`config.mk`:
```
export PLATFORM = sky130hd
export DESIGN_NAME = kv_fpu_wb_buf
export DESIGN_NICKNAME = d
export VERILOG_FILES = /design/src/rtl/kv_fpu_wb_buf.sv
export SDC_FILE = /design/constraint.sdc
export NUM_CORES = 1
export LEC_CHECK = 0
export ABC_AREA = 1
export CAP_MARGIN = 20
export CORE_AREA = 2 2 125 127
export CTS_BUF_LIST = sky130_fd_sc_hd__clkbuf_8
export DETAILED_ROUTE_END_ITERATION = 16
export DIE_AREA = 0 0 127 129
export PLACE_DENSITY = 0.77
export SLEW_MARGIN = 20
export SYNTH_ARGS = -nofsm -noshare
export SYNTH_HDL_FRONTEND = slang
export SYNTH_SLANG_ARGS = --single-unit
```
`constraint.sdc`:
```
create_clock -name core_clk -period 4.55 [get_ports core_clk]
set_input_delay 0.91 -clock core_clk [delete_from_list [all_inputs] [get_ports core_clk]]
set_output_delay 0.91 -clock core_clk [all_outputs]
set_load 0.01 [all_outputs]
```
`src/rtl/kv_fpu_wb_buf.sv`:
```
`default_nettype none
// ============================================================================
// Module      : kv_fpu_wb_buf
// Description : Writeback buffer for FPU move/sign-inject results. A small
//               FIFO that formats each result at push time and presents it
//               to the register file. The formatting applies NaN-boxing for
//               FP destinations and sign-extension for integer destinations.
//               Optional macro KV_FPU_WB_BYPASS_EN lets an empty buffer
//               forward the formatted input to wb_* in the same cycle.
// Revision    : 1.0 - initial release
// ============================================================================
module kv_fpu_wb_buf #(
    parameter int FLEN  = 64,
    parameter int DEPTH = 2
) (
    input  logic        core_clk,
    input  logic        core_reset,
    input  logic        f1_valid,
    output logic        f1_ready,
    input  logic [63:0] f1_wdata,
    input  logic [2:0]  f1_sew,
    input  logic [4:0]  f1_rd,
    input  logic        f1_fpr,
    input  logic        fpu_flush,
    output logic        wb_valid,
    input  logic        wb_ready,
    output logic [63:0] wb_data,
    output logic [4:0]  wb_rd,
    output logic        wb_fpr,
    output logic        wb_standby_ready
);

    localparam int c_PTR_W = (DEPTH > 1) ? $clog2(DEPTH) : 1;
    localparam int c_CNT_W = $clog2(DEPTH + 1);
    localparam logic [c_CNT_W-1:0] c_FULL    = c_CNT_W'(DEPTH);
    localparam logic [c_CNT_W-1:0] c_CNT_ONE = c_CNT_W'(1);
    localparam logic [c_PTR_W-1:0] c_PTR_ONE = c_PTR_W'(1);

    logic [63:0]        r_data [DEPTH];
    logic [4:0]         r_rd   [DEPTH];
    logic               r_fpr  [DEPTH];
    logic [c_PTR_W-1:0] r_wptr;
    logic [c_PTR_W-1:0] r_rptr;
    logic [c_CNT_W-1:0] r_count;

    logic [63:0] w_fmt;
    logic        w_byp;
    logic        w_push;
    logic        w_pop;
    logic        w_fifo_valid;

    // Result formatting: NaN-box FP results, sign-extend integer results
    always_comb begin
        w_fmt = f1_wdata;
        if (f1_fpr) begin
            if (f1_sew[2]) begin
                w_fmt = f1_wdata;
            end else if (f1_sew[1]) begin
                w_fmt = {32'hffff_ffff, f1_wdata[31:0]};
            end else if (f1_sew[0]) begin
                w_fmt = {48'hffff_ffff_ffff, f1_wdata[15:0]};
            end
            // A 32-bit FP register file holds no upper half; 16-bit values
            // are boxed only within the low word.
            if (FLEN == 32) begin
                w_fmt[63:32] = 32'h0;
            end
        end else begin
            if (f1_sew[2]) begin
                w_fmt = f1_wdata;
            end else if (f1_sew[1]) begin
                w_fmt = {{32{f1_wdata[31]}}, f1_wdata[31:0]};
            end else if (f1_sew[0]) begin
                w_fmt = {{48{f1_wdata[15]}}, f1_wdata[15:0]};
            end
        end
    end

    // Handshake, bypass selection and head-entry output muxing
    always_comb begin
`ifdef KV_FPU_WB_BYPASS_EN
        w_byp = (r_count == '0) & f1_valid & ~fpu_flush;
`else
        w_byp = 1'b0;
`endif
        w_fifo_valid     = (r_count != '0) & ~fpu_flush;
        f1_ready         = (r_count < c_FULL) & ~fpu_flush;
        wb_valid         = w_fifo_valid | w_byp;
        // A bypassed result consumed immediately never occupies an entry.
        w_push           = f1_valid & f1_ready & ~(w_byp & wb_ready);
        w_pop            = w_fifo_valid & wb_ready;
        wb_standby_ready = (r_count == '0) & ~f1_valid;
        if (w_byp) begin
            wb_data = w_fmt;
            wb_rd   = f1_rd;
            wb_fpr  = f1_fpr;
        end else begin
            wb_data = r_data[r_rptr];
            wb_rd   = r_rd[r_rptr];
            wb_fpr  = r_fpr[r_rptr];
        end
    end

    // Pointer and occupancy tracking; flush overrides any push or pop
    always_ff @(posedge core_clk or posedge core_reset) begin
        if (core_reset) begin
            r_wptr  <= '0;
            r_rptr  <= '0;
            r_count <= '0;
        end else if (fpu_flush) begin
            r_wptr  <= '0;
            r_rptr  <= '0;
            r_count <= '0;
        end else begin
            if (w_push) begin
                r_wptr <= r_wptr + c_PTR_ONE;
            end
            if (w_pop) begin
                r_rptr <= r_rptr + c_PTR_ONE;
            end
            case ({w_push, w_pop})
                2'b10:   r_count <= r_count + c_CNT_ONE;
                2'b01:   r_count <= r_count - c_CNT_ONE;
                default: r_count <= r_count;
            endcase
        end
    end

    // Entry storage, cleared on reset so the idle head reads as zero
    always_ff @(posedge core_clk or posedge core_reset) begin
        if (core_reset) begin
            for (int i = 0; i < DEPTH; i++) begin
                r_data[i] <= '0;
                r_rd[i]   <= '0;
                r_fpr[i]  <= 1'b0;
            end
        end else if (w_push && !fpu_flush) begin
            r_data[r_wptr] <= w_fmt;
            r_rd[r_wptr]   <= f1_rd;
            r_fpr[r_wptr]  <= f1_fpr;
        end
    end

endmodule
`default_nettype wire

```
==> metrics <==
CP Launch Type register; initial antenna violation count 0; hpwl dp ~11 mm; setup_tns 0 ns; Clock Path Buffers 2; Logic pwr share between 30% and 40%; post-route ant nets 0; GR Util met1 30.1%; Crit. End Element primary output; Seq/Total Area, Yosys 51.0%; io pins 151; leakage power 4.36 nW; Worst Setup SP r_rptr; Synth Area in Compound Gates under 10%; clock sinks about 140; Mapped Nets between 900 and 1000; syn_area_per_cell roughly 8.1 sq um; # placed instances between 1000 and 1500; maximum VDD drop roughly 0.00021 V; worst path required time approximately 3.6 ns; number of global-route vias before repair between 5000 and 6000; Worst-Margin Slew 1.08 ns; # Post-CTS Setup Buffers 0; synthesized area a little over 0.007 sq mm; maxcap violations 0; DR vias 6142; most common cell after layout, fill and taps aside nand2_1; DRC viols 0; Pint around 0.0028 W; Net Switching between 0.001 and 0.0015 W; largest family of logic cells by synthesized area simple AND/OR/NAND/NOR gates; first-pass GRT wire length between 20 and 30 mm; routability cong. about 0.79; Yosys warnings 0; CTS tree yes; worst reg2reg path startpoint r_count[1]; Die Height about 130 microns; Worst slew margin 28.2%; share of layout cells above drive strength 1 10.1%; clock skew between 0.01 and 0.015 ns; Rows 45; Hold WS about 0.47 ns; final max-slew violation count 0; grt met3 use 3.87%; met2 Use GR approximately 35%; Starting Density 47.2%; Die W 127 microns; Worst-Skew Late Latency 0.44 ns; final WL 17.3 mm; sequential share of power approximately 46%; worst r2r path cells 6; initial detailed-routing violation count between 400 and 500; Sw Share between 30% and 40%; Tmin final between 3 and 4 ns; outcome finished clean; Clk Tree Root Cell clkbuf_8; RR Endpoint r_data[27]; Finished Layout Cells roughly 1200; Worst R2R Setup Slack roughly 2.7 ns; htree depth 4; Nets roughly 1100; CTS-repair resized insts 0; Worst Setup EP wb_data[7]; Tcrit/Tclk final 76.8%; Synth-to-Final Area Change 27.4%; final setup vio count 0; synthesized instance count roughly 870; Power Density between 400 and 500 mW/mm^2; # diodes 0; adder-cell share of the synthesized area 0%; most frequent cells in the layout 344 x nand2_1, 150 x clkdlybuf4s50_1, 143 x dfrtp_1; Synth Register Bits 144; largest net degree at the start of global routing 86; I/O Buffers 150; mux cell area share after synthesis roughly 7.7%; Post-Synth XOR/XNOR Area 0%; RSZ-0062 raised after global routing no; Hold Vio Cnt, Final 0; clock-pin slew on the worst setup and hold paths ~0.080 ns; drt pass-1 iters 5; CP max FO 85; CP Data Arrival Time ~2.6 ns; GR peak layer met2; Setup CP Type reg2out; hold-fix buffers at CTS 0; clock power share around 23%; power after layout 0.00410 W; drt via density 5.14; HP Class reg2reg; TritonCTS buffer count 17; DIE AREA between 0.015 and 0.02 sq mm; maximum clock frequency approximately 290 MHz; post-synth cell types 21; mean routed wirelength per cell approximately 14 microns; simple-gate share of the synthesized area 24.6%; grt total ovfl 0; GRT Total Usage 21.9%; fill count between 1000 and 1500; total core area around 0.015 sq mm
-- cells in the mapped netlist (all sizes together) --
cell    instances  area share (%)
inv            68             3.6
buf            34             2.9
nand2         345              18
o21ai         128             9.1
mux2           48             7.7
nand4           1           0.089
nor2           12             1.1
a21oi           1           0.071
nand3          68             4.9
dfrtp         144              51
nand3b          1            0.11
clkbuf         19             1.0
-- through the flow --
stage	instance area (sq um)	utilization (%)	worst slack, ns
3_5_place_dp	8640	57.7	1.23
5_1_grt	9000	60.1	0.865
2_1_floorplan	7070	-	1.83
4_1_cts	9000	60.1	1.02
3_3_place_gp	8640	57.7	1.31
6_report	9000	60.1	1.06
-- per-layer routing --
metal  share of wire [%]  up-vias
li1                    -     3021
met1                  46     2901
met2                  47      202
met3                 5.8       18
met4                 1.1        0
met5                   0        -
-- state kept, by name, summed over array words and instances, names as in the netlist --
signal / flops
r_wptr: 1
r_rptr: 1
r_count: 2
r_fpr: 2
r_data: 128
r_rd: 10
-- power by group through the flow --
stage	Sequential, W	Clock [W]	Combinational, W
floorplan	0.00181	0	0.000758
global placement	0.00188	0	0.00128
detailed placement	0.00189	0	0.00130
CTS	0.00187	0.000945	0.00131
global route	0.00192	0.00101	0.00145
finish	0.00187	0.000925	0.00130
-- worst min-delay path by stage --
stage / start / endpoint / depth (start not counted)
after global placement: r_data[13] / r_data[13] / 2
after detailed placement: r_data[12] / r_data[12] / 2
final: r_data[12] / r_data[12] / 2
after floorplan: r_data[0] / r_data[0] / 2
after CTS: r_data[12] / r_data[12] / 2
after global routing: r_data[12] / r_data[12] / 2
-- critical path: stages (launching register included) --
cell	delay, ns
dfrtp_4	1.14
buf_4	0.31
nand2_1	0.06
o21ai_0	0.08
clkdlybuf4s50_1	0.57
-- logic make-up (layout without fill, tap and decap cells) --
| group | count (synthesis) | in the layout |
|---|---|---|
| mux | 48 | 48 |
| compound gates | 129 | 129 |
| buf+inv | 121 | 260 |
| flops | 144 | 144 |
| simple gates | 427 | 427 |
-- layout make-up --
| cell class | count | area, sq um | area share, % |
|---|---|---|---|
| clock buffers | 19 | 262 | 2.91 |
| flip-flops and latches | 144 | 3610 | 40.1 |
| inverters | 68 | 259 | 2.88 |
| multi-input cells | 604 | 2930 | 32.6 |
| well taps | 188 | 235 | 2.61 |
| clock inverters | 12 | 95.1 | 1.06 |
| repair buffers | 161 | 1610 | 17.9 |
Note: power is estimated with default switching activity, not from simulation.
